`src/rtl/fnd_scan_controller.sv`:
```
// Four-digit FND scan controller: time-multiplexes a 16-bit nibble word onto one digit at a time,
// with inter-digit blank gaps, frame-synchronous word updates and optional leading-zero blanking.
module fnd_scan_controller #(
    parameter int CLK_DIV      = 100000,
    parameter int BLANK_CYCLES = 2
) (
    input  logic        i_clk,
    input  logic        i_reset,
    input  logic        i_en,
    input  logic [15:0] i_value,
    input  logic [3:0]  i_dp,
    input  logic        i_load,
    input  logic        i_lz_blank,
    output logic [1:0]  o_digitSelect,
    output logic        o_digit_en,
    output logic [3:0]  o_value,
    output logic        o_dp,
    output logic        o_frame_done
);
    localparam int CNT_MAX = (CLK_DIV > BLANK_CYCLES) ? CLK_DIV : BLANK_CYCLES;
    localparam int CW      = $clog2(CNT_MAX + 1);
    localparam logic [CW-1:0] SHOW_LAST  = CW'(CLK_DIV - 1);
    localparam logic [CW-1:0] BLANK_LAST = CW'((BLANK_CYCLES > 0) ? BLANK_CYCLES - 1 : 0);

    typedef enum logic [1:0] {IDLE, SHOW, BLANK} state_t;

    state_t        state, nstate;
    logic [1:0]    digit, ndigit;
    logic [CW-1:0] cnt, ncnt;
    logic [15:0]   act_val, pend_val, nact_val;
    logic [3:0]    act_dp, pend_dp, nact_dp;
    logic          pend_vld, xfer, blanked, lit;
    logic [3:0]    nib;

    always_comb begin
        nstate = state;
        ndigit = digit;
        ncnt   = cnt;
        if (!i_en) begin
            nstate = IDLE;
            ndigit = 2'd0;
            ncnt   = '0;
        end else begin
            case (state)
                IDLE: begin
                    nstate = SHOW;
                    ndigit = 2'd0;
                    ncnt   = '0;
                end
                SHOW: begin
                    if (cnt == SHOW_LAST) begin
                        ncnt = '0;
                        if (BLANK_CYCLES == 0) ndigit = digit + 2'd1;
                        else                   nstate = BLANK;
                    end else begin
                        ncnt = cnt + CW'(1);
                    end
                end
                default: begin
                    if (cnt == BLANK_LAST) begin
                        nstate = SHOW;
                        ndigit = digit + 2'd1;
                        ncnt   = '0;
                    end else begin
                        ncnt = cnt + CW'(1);
                    end
                end
            endcase
        end
    end

    // New words only land on the edge that starts a frame (or while idle), so a frame never tears.
    always_comb begin
        xfer     = (state == IDLE) || (nstate == SHOW && ndigit == 2'd0 && digit == 2'd3);
        nact_val = act_val;
        nact_dp  = act_dp;
        if (xfer) begin
            if (i_load) begin
                nact_val = i_value;
                nact_dp  = i_dp;
            end else if (pend_vld) begin
                nact_val = pend_val;
                nact_dp  = pend_dp;
            end
        end
    end

    always_comb begin
        case (ndigit)
            2'd0: begin blanked = 1'b0;                  nib = nact_val[3:0];   end
            2'd1: begin blanked = (nact_val[15:4] == '0); nib = nact_val[7:4];   end
            2'd2: begin blanked = (nact_val[15:8] == '0); nib = nact_val[11:8];  end
            default: begin blanked = (nact_val[15:12] == '0); nib = nact_val[15:12]; end
        endcase
        lit = (nstate == SHOW) && !(i_lz_blank && blanked);
    end

    always_ff @(posedge i_clk) begin
        if (i_reset) begin
            state         <= IDLE;
            digit         <= 2'd0;
            cnt           <= '0;
            act_val       <= '0;
            act_dp        <= '0;
            pend_val      <= '0;
            pend_dp       <= '0;
            pend_vld      <= 1'b0;
            o_digitSelect <= 2'd0;
            o_digit_en    <= 1'b0;
            o_value       <= 4'd0;
            o_dp          <= 1'b0;
            o_frame_done  <= 1'b0;
        end else begin
            state   <= nstate;
            digit   <= ndigit;
            cnt     <= ncnt;
            act_val <= nact_val;
            act_dp  <= nact_dp;
            if (xfer) begin
                pend_vld <= 1'b0;
            end else if (i_load) begin
                pend_val <= i_value;
                pend_dp  <= i_dp;
                pend_vld <= 1'b1;
            end
            o_digitSelect <= ndigit;
            o_digit_en    <= lit;
            o_value       <= (nstate == IDLE) ? 4'd0 : nib;
            o_dp          <= lit & nact_dp[ndigit];
            o_frame_done  <= (nstate == SHOW) && (ndigit == 2'd3) && (ncnt == SHOW_LAST);
        end
    end
endmodule

```
`config.mk`:
```
export PLATFORM = sky130hd
export DESIGN_NAME = fnd_scan_controller
export DESIGN_NICKNAME = d
export VERILOG_FILES = /design/src/rtl/fnd_scan_controller.sv
export SDC_FILE = /design/constraint.sdc
export NUM_CORES = 1
export LEC_CHECK = 0
export CORE_ASPECT_RATIO = 0.75
export CORE_UTILIZATION = 40
export CTS_BUF_LIST = sky130_fd_sc_hd__clkbuf_8
export CTS_CLUSTER_DIAMETER = 30
export DETAILED_ROUTE_END_ITERATION = 7
export GPL_ROUTABILITY_DRIVEN = 0
export HOLD_SLACK_MARGIN = 0.12
export PLACE_DENSITY = 0.57
export SYNTH_ARGS = -nofsm -noshare
export SYNTH_HDL_FRONTEND = slang
export SYNTH_SLANG_ARGS = --single-unit
```
`constraint.sdc`:
```
create_clock -name i_clk -period 4.46 [get_ports i_clk]
set_clock_uncertainty 0.15 [all_clocks]
set_input_delay 0.892 -clock i_clk [delete_from_list [all_inputs] [get_ports i_clk]]
set_output_delay 0.892 -clock i_clk [all_outputs]
set_load 0.05 [all_outputs]
```
==> run metrics, run 1 <==
Worst setup SP type=primary input; Worst-path clk slew=0.08 ns; Post-CTS Resized=0; status=complete, but fails checks; WL/cell=16.7 um; share of the synthesized area in the top cell type=0.385; Worst Path Max Fanout=28; area of the mapped netlist=0.00359 mm^2; core area=0.00856 mm^2; cell breakdown of the critical path=clkdlybuf4s50_1 -> nand2_1 -> a41oi_1 -> nand2_2 -> o21ai_4 -> mux2i_1 -> a21boi_0 -> nor4_2 -> nor3_1; R2R cell count=9; fillcell total=874; Mapped Cells=455; fmax=272 MHz; Slew HR=0.376; delay-heaviest family, CP=compound AO/OA/AOI/OAI gates; Worst Setup Slack, final=0.787 ns; Post-Synth XOR/XNOR Area=0.0439; CTS buffer count=9; num rows=29; hold_ws=0.306 ns; Hold EP=pend_val[6]; Die ar.=0.00936 mm^2; FF+latch area=0.00138 mm^2; Post-synth EDFFs=0; syn nets=483; port bufs=33; first-pass GRT wire length=16.0 mm; max-cap violation count=0; vias in the first global route=2977; failing checks=DRC; Sink Count=69; P_leak=1.52 nW; Total Power=1.50 mW; DRT antenna net count=0; Worst EP arrival=3.77 ns; Clock Tree Buf Depth=2; ys async rst share=0; Post-Synth Adder-Cell Area=0.0105; hold depth=2; reg2reg setup slack=0.91 ns; pwr dens=352 mW/mm^2; final net count=510; ANT cells=0; DP Worst Slack=0.473 ns; gr busiest metal=met1; met1 usage=0.327; drt drc=8; Vias/cell=5.41; Die Ht=84.0 um; 1st-iter DRT viols=312; Worst path slowest cell=clkdlybuf4s50_1; critical path type=primary input to flop; cell taking the most area after synthesis=dfxtp_1; DR vias=3221; post-route cell area=0.00426 mm^2; max-slew violations=0; GRT overflow=0; Area Growth Syn to Fin=18.7%; area occupied by multi-input gates=0.00205 mm^2; cts hold-fix bufs=0; largest family of logic cells by synthesized area=simple AND/OR/NAND/NOR gates; Synth Area in Simple Gates=0.306; mux cell area share after synthesis=0.0314; initial antenna violation count=0; Avg Cell Area, Syn=7.89 um^2; CTS tree=yes; Hold Path Class=flop to flop; sequential share of the synthesized area=0.385; # setup viols final=0; post-synth cell types=60; post-synthesis compound-gate area fraction=0.178; CTS Root Cell=clkbuf_8; Placed Area=0.00399 mm^2; largest net degree at the start of global routing=46; gr usage total=0.224; final WL=9.94 mm; Util after Layout=0.498; critical path capture point type=flop; endpoints failing hold=0; drt pass-1 iters=6; num ports=34; setup bufs post-CTS=0; Worst path max stage delay=0.67 ns; Critical Path RT=4.55 ns; Worst VDD drop=0.218 mV; RR Startpoint=cnt[11]; minimum clock period after layout=3.67 ns; met3 Use GR=0.0668; Final period util=0.824; Hold Path Origin=pend_val[6]; r2r endpoint=o_dp; yosys synthesis warning count=0; H-Tree Depth=3; M2 GR Usage=0.305; Layout Cells excl Fill=595; worst-margin pin slew=0.935 ns; cell total after placement=579; Yosys reg bits=69; final setup TNS=0 ns; RSZ-0062 raised after global routing=no; top post-synthesis cells by area=dfxtp_1 (38%), nor2_1 (7.2%), nand2_1 (6.0%), a21oi_1 (5.9%), xnor2_1 (3.2%); Top FF cell, synth=dfxtp_1; Final HPWL DP=7.15 mm; layout cells sized above 1=0.0924; Initial Util=0.419; die width=111 um; Worst-Skew Late Latency=0.36 ns; Bufs and invs on worst path=1
==> worst register-to-register path: stages, from the launching register on <==
cell and delay (ns):
dfxtp_1 0.38, or4_4 0.58, nor2_4 0.14, and3_1 0.43, a221oi_2 0.22, o21ai_4 0.61, mux2i_1 0.36, a21boi_0 0.17
nor4_2 0.31, nor3_1 0.09
==> synth_stat cells, types with 2 or more instances <==
cell type   n
o22a_1      2
nand3_1    13
or3_1       2
o2bb2ai_1   2
nor3_1     12
and3_1     10
nor4_2      3
dfxtp_1    69
nor4_1     10
nor3b_1     3
o22ai_1     2
nor4b_1     2
nor2_1     69
a221oi_2    2
nand2b_1    6
ha_1        3
nand4_1     3
nand4b_1    2
nand2_1    57
o21a_1      2
buf_1       2
and4_1      4
inv_1       8
mux2_2      2
xor2_1      5
clkbuf_1   15
mux2i_1     9
xnor2_1    13
nor2_2      3
nor2b_1    10
buf_4       3
a221oi_1    2
and2_1      5
a211oi_1    3
buf_2       4
o211ai_1    4
a31oi_1     9
a21oi_1    42
o21ai_0    17
==> per-layer routing <==
layer,share of wire,up-vias
li1,-,1654
met1,0.49,1458
met2,0.40,100
met3,0.097,9
met4,0.012,0
met5,0,-
==> logic make-up (layout without fill, tap and decap cells) <==
group           after synthesis  after routing
fa+ha+maj                     3              3
buf+inv                      34             66
xor+xnor                     18             18
mux                          11             11
simple gates                221            221
compound gates               99             99
flops                        69             69
==> power by group <==
group	internal (mW)	total, mW	switching (mW)
registers	0.638	0.657	0.0188
clock network	0.443	0.687	0.244
logic	0.0663	0.155	0.0889
total	1.15	1.50	0.351
==> flip-flops by register name (all words and copies together) (netlist names), 2 cells and up <==
name,count
o_value,4
act_val,16
pend_val,16
cnt,17
pend_dp,4
act_dp,4
state,2
digit,2
==> final cells by class <==
| class | count | share of cell area |
|---|---|---|
| Clock buffer | 10 | 0.0323 |
| Clock inverter | 6 | 0.0314 |
| Inverter | 8 | 0.00705 |
| Multi-Input combinational cell | 352 | 0.480 |
| Sequential cell | 69 | 0.324 |
| Tap cell | 108 | 0.0317 |
| Timing Repair Buffer | 42 | 0.0934 |
==> layout by cell type (no fill, tap or decap), drive strengths merged, types with 3 or more instances in the layout <==
master and n:
a211oi 3, a21oi 42, a221oi 4, a31oi 10, and2 6, and3 10, and4 4, buf 9
bufinv 4, clkbuf 10, clkdlybuf4s50 33, dfxtp 69, ha 3, inv 8, mux2i 9, nand2 58
nand2b 6, nand3 13, nand4 4, nor2 73, nor2b 10, nor3 12, nor3b 3, nor4 13
o211ai 4, o21ai 19, xnor2 13, xor2 5
==> how the worst max path moves through the flow <==
stage / startpoint / endpoint / slack, ns / depth (start not counted)
3_3_place_gp: i_en / o_dp / 0.55 / 9
5_1_grt: i_en / o_value[0] / 0.64 / 9
6_report: i_en / o_dp / 0.79 / 9
4_1_cts: i_en / o_dp / 0.86 / 9
2_1_floorplan: i_en / o_dp / 1.73 / 9
3_5_place_dp: i_en / o_dp / 0.47 / 9
Power figures use the tool's default switching activity.
==> run 2, diff against run 1 <==
==> constraint.sdc (replaced) <==
create_clock -name i_clk -period 3.7 [get_ports i_clk]
set_clock_uncertainty 0.15 [all_clocks]
set_input_delay 0.74 -clock i_clk [delete_from_list [all_inputs] [get_ports i_clk]]
set_output_delay 0.74 -clock i_clk [all_outputs]
set_load 0.05 [all_outputs]
==> run 2 against run 1 <==
Against the previous run: register-to-register slack worse by 0.64 ns; cell area grew 0.32%; the run still ends with DRC left; critical endpoint is now o_value[2]; final cell count rose by 1.7%; combinational power is 29% higher; utilization is 0.16 points higher; critical path type is now flop to flop; total power up 4.4%.
==> run metrics, run 2 (synthesis results as in run 1) <==
ANT cells=0; core area=0.00856 mm^2; # setup viols final=0; Worst VDD drop=0.263 mV; Critical Path RT=3.82 ns; endpoints failing hold=0; DRT antenna net count=0; initial antenna violation count=0; critical path type=flop to flop; Worst-path clk slew=0.07 ns; worst-margin pin slew=0.958 ns; drt pass-1 iters=7; Final period util=0.928; max-slew violations=0; CTS tree=yes; Worst Path Max Fanout=13; gr usage total=0.219; cts hold-fix bufs=0; Sink Count=69; Layout Cells excl Fill=605; CTS buffer count=9; H-Tree Depth=3; area occupied by multi-input gates=0.00205 mm^2; max FFs per register=17; fmax=291 MHz; met1 usage=0.335; WL/cell=16.1 um; RSZ-0062 raised after global routing=no; most frequent cells in the layout=nor2_1 (69), dfxtp_1 (69), nand2_1 (57), a21oi_1 (42), clkdlybuf4s50_1 (33); DR vias=3331; Top Registers=cnt: 17 flops, act_val: 16 flops, pend_val: 16 flops; gr busiest metal=met1; met3 Use GR=0.0632; FF+latch area=0.00138 mm^2; Worst-Skew Late Latency=0.35 ns; vias in the first global route=3067; final WL=9.73 mm; Initial Util=0.419; drt drc=6; num ports=34; final setup TNS=0 ns; Slew HR=0.360; minimum clock period after layout=3.43 ns; fillcell total=848; pwr dens=366 mW/mm^2; layout cells sized above 1=0.111; largest net degree at the start of global routing=42; Area Growth Syn to Fin=19.1%; GRT overflow=0; status=complete, but fails checks; failing checks=DRC; Hold Path Class=flop to flop; M2 GR Usage=0.285; Final HPWL DP=7.14 mm; Die ar.=0.00936 mm^2; critical path capture point type=flop; setup bufs post-CTS=0; die width=111 um; Total Power=1.56 mW; Worst setup SP type=flop; register name with the most flops=cnt; port bufs=33; cell total after placement=589; hold_ws=0.304 ns; num rows=29; P_leak=1.53 nW; Vias/cell=5.51; Worst EP arrival=3.56 ns; final net count=520; 1st-iter DRT viols=245; first-pass GRT wire length=16.0 mm; max-cap violation count=0; Die Ht=84.0 um; Post-CTS Resized=0; Clock Tree Buf Depth=2; CTS Root Cell=clkbuf_8
-- run 2: final timing paths --
kind / from / end / slack [ns] / cells past startpoint
worst max register to register: cnt[11] / o_value[2] / 0.27 / 10
worst min register to register: pend_val[15] / pend_val[15] / 0.30 / 2
worst max-delay path: cnt[11] / o_value[2] / 0.27 / 10
worst min-delay path: pend_val[15] / pend_val[15] / 0.30 / 2
-- run 2: layout make-up --
type | count | area share
tap | 108 | 0.0316
timing repair buffer | 52 | 0.116
inverter | 8 | 0.00702
clock inverter | 5 | 0.00790
clock buffer | 11 | 0.0354
multi-input combinational | 352 | 0.478
sequential | 69 | 0.323
-- run 2: through the flow --
stage | worst slack, ns | cell area [um^2] | util
floorplan | 0.976 | 3590 | -
global placement | 0.184 | 4090 | 0.478
detailed placement | 0.128 | 4090 | 0.478
CTS | 0.308 | 4280 | 0.499
global route | 0.0288 | 4280 | 0.499
finish | 0.266 | 4280 | 0.499
-- run 2: power by group --
group	switching [mW]	total (mW)	internal [mW]
combinational	0.112	0.200	0.0877
clock	0.295	0.574	0.280
sequential	0.0212	0.790	0.769
total	0.428	1.56	1.14
-- run 2: layer usage --
layer / share of wire / vias up
li1: - / 1679
met1: 0.54 / 1549
met2: 0.38 / 91
met3: 0.060 / 12
met4: 0.012 / 0
met5: 0 / -
-- run 2: worst max-delay path, cell delays in order, from the launching register on --
cell	delay [ns]
dfxtp_1	0.38
or4_4	0.57
nor2_4	0.14
and3_1	0.42
a221o_2	0.33
a31oi_4	0.24
buf_4	0.23
o21ai_0	0.31
a21oi_1	0.12
o2bb2a_1	0.30
nor2_1	0.16
==> run 3, diff against run 2 <==
--- a/config.mk
+++ b/config.mk
@@ -5,7 +5,8 @@
 export SDC_FILE = /design/constraint.sdc
 export NUM_CORES = 1
 export LEC_CHECK = 0
-export CORE_ASPECT_RATIO = 0.75
+export CORE_ASPECT_RATIO = 0.6
+export CORE_MARGIN = 2
 export CORE_UTILIZATION = 40
 export CTS_BUF_LIST = sky130_fd_sc_hd__clkbuf_8
 export CTS_CLUSTER_DIAMETER = 30
==> run 3 against run 2 <==
Against the previous run: critical path type unchanged; sequential power is essentially flat; critical endpoint is now o_value[0]; combinational power barely moved; utilization fell by 1.1 points; non-clock buffer count shrank 4; the run now ends clean; sequential share of layout area up 0.49 points; largest power group unchanged; largest cell class unchanged; clock-buffer cell count down 1; cell area shrank 1.5%; first-iteration DRC count up 41%; critical path depth is 1 lower; final cell count fell by 0.17%; register-to-register slack better by 0.14 ns.
==> run metrics, run 3 (synthesis results as in run 1) <==
hold_ws=0.305 ns; Post-CTS Resized=0; delay-heaviest family, CP=simple AND/OR/NAND/NOR gates; Util after Layout=0.489; drt pass-1 iters=5; Worst-Skew Late Latency=0.36 ns; DP Worst Slack=0.355 ns; most frequent cells in the layout=nor2_1 (69), dfxtp_1 (69), nand2_1 (57), a21oi_1 (42), clkdlybuf4s50_1 (33); setup bufs post-CTS=0; port bufs=33; 1st-iter DRT viols=346; final net count=516; gr usage total=0.221; Worst path slowest cell=or4_4; final setup TNS=0 ns; Sink Count=69; Worst EP arrival=3.39 ns; Critical Path RT=3.79 ns; DR vias=3367; DRT antenna net count=0; Top Registers=cnt: 17 flops, act_val: 16 flops, pend_val: 16 flops; H-Tree Depth=3; Area Growth Syn to Fin=17.3%; reg2reg setup slack=0.40 ns; CTS Root Cell=clkbuf_8; critical path capture point type=flop; critical path type=flop to flop; largest net degree at the start of global routing=44; max-cap violation count=0; Clk pwr share=0.349; num ports=34; pwr dens=360 mW/mm^2; register name with the most flops=cnt; Final HPWL DP=7.68 mm; final WL=10.4 mm; ANT cells=0; # setup viols final=0; Worst setup SP type=flop; layout cells sized above 1=0.0955; Vias/cell=5.57; max-slew violations=0; Psw=0.414 mW; CTS tree=yes; drt drc=0; Worst Setup Slack, final=0.403 ns; Int Pwr=1.10 mW; endpoints failing hold=0; Logic pwr share=0.130; minimum clock period after layout=3.30 ns; max FFs per register=17; CTS buffer count=9; Final period util=0.891; Worst Path Max Fanout=16; WL/cell=17.2 um; die width=126 um; Worst path max stage delay=0.60 ns; cell total after placement=589; Total Power=1.52 mW; Placed Area=0.00405 mm^2; Hold Path Class=flop to flop; num rows=26; vias in the first global route=3062; Slew HR=0.495; cell breakdown of the critical path=or4_4 -> nor2_4 -> and3_1 -> a221oi_2 -> o21ai_4 -> nand2_1 -> o221ai_1 -> nand2b_1 -> a221oi_1; P_leak=1.51 nW; Bufs and invs on worst path=0; post-route cell area=0.00421 mm^2; status=complete, no violations; Initial Util=0.416; Worst-path clk slew=0.08 ns; Worst VDD drop=0.157 mV; RSZ-0062 raised after global routing=no; first-pass GRT wire length=16.7 mm; Switching Share=0.273; Layout Cells excl Fill=604; Clock Tree Buf Depth=2; cts hold-fix bufs=0; initial antenna violation count=0; Reg power frac=0.521; Die ar.=0.00977 mm^2; worst-margin pin slew=0.756 ns; core area=0.00862 mm^2; Die Ht=77.4 um; fmax=303 MHz; GRT overflow=0
==> run 3: cell type report <==
| cell class | count | area [um^2] |
|---|---|---|
| clock buffer | 10 | 138 |
| clock inverter | 5 | 21.3 |
| fill | 843 | 4410 |
| inverter | 8 | 30.0 |
| multi-input combinational | 352 | 2050 |
| sequential | 69 | 1380 |
| tap | 112 | 140 |
| timing repair buffer | 48 | 455 |
==> run 3: tightest hold or removal path, stage by stage (launching register included) <==
cell and delay, ns:
dfxtp_1 0.31, nand2_1 0.05, a21oi_1 0.05
==> run 3: routing by layer <==
layer | up-vias | wire length, um | track usage
met5 | - | 0 | 0
met4 | 0 | 83 | 0.0593
met3 | 7 | 941 | 0.0779
met2 | 135 | 3610 | 0.253
met1 | 1551 | 5780 | 0.364
li1 | 1674 | - | -
==> run 3: power by group through the flow <==
stage | Combinational, mW | Clock (mW) | Sequential [mW]
floorplan | 0.113 | 0 | 0.808
global placement | 0.193 | 0 | 0.806
detailed placement | 0.194 | 0 | 0.806
CTS | 0.195 | 0.541 | 0.789
global route | 0.216 | 0.572 | 0.792
finish | 0.197 | 0.528 | 0.790
==> run 3: path summary, 6_finish.rpt <==
path,depth (start not counted),endpoint,startpoint
setup / recovery,9,o_value[0],cnt[5]
hold / removal,2,pend_val[4],pend_val[4]
setup reg to reg,9,o_value[0],cnt[5]
hold reg to reg,2,pend_val[4],pend_val[4]
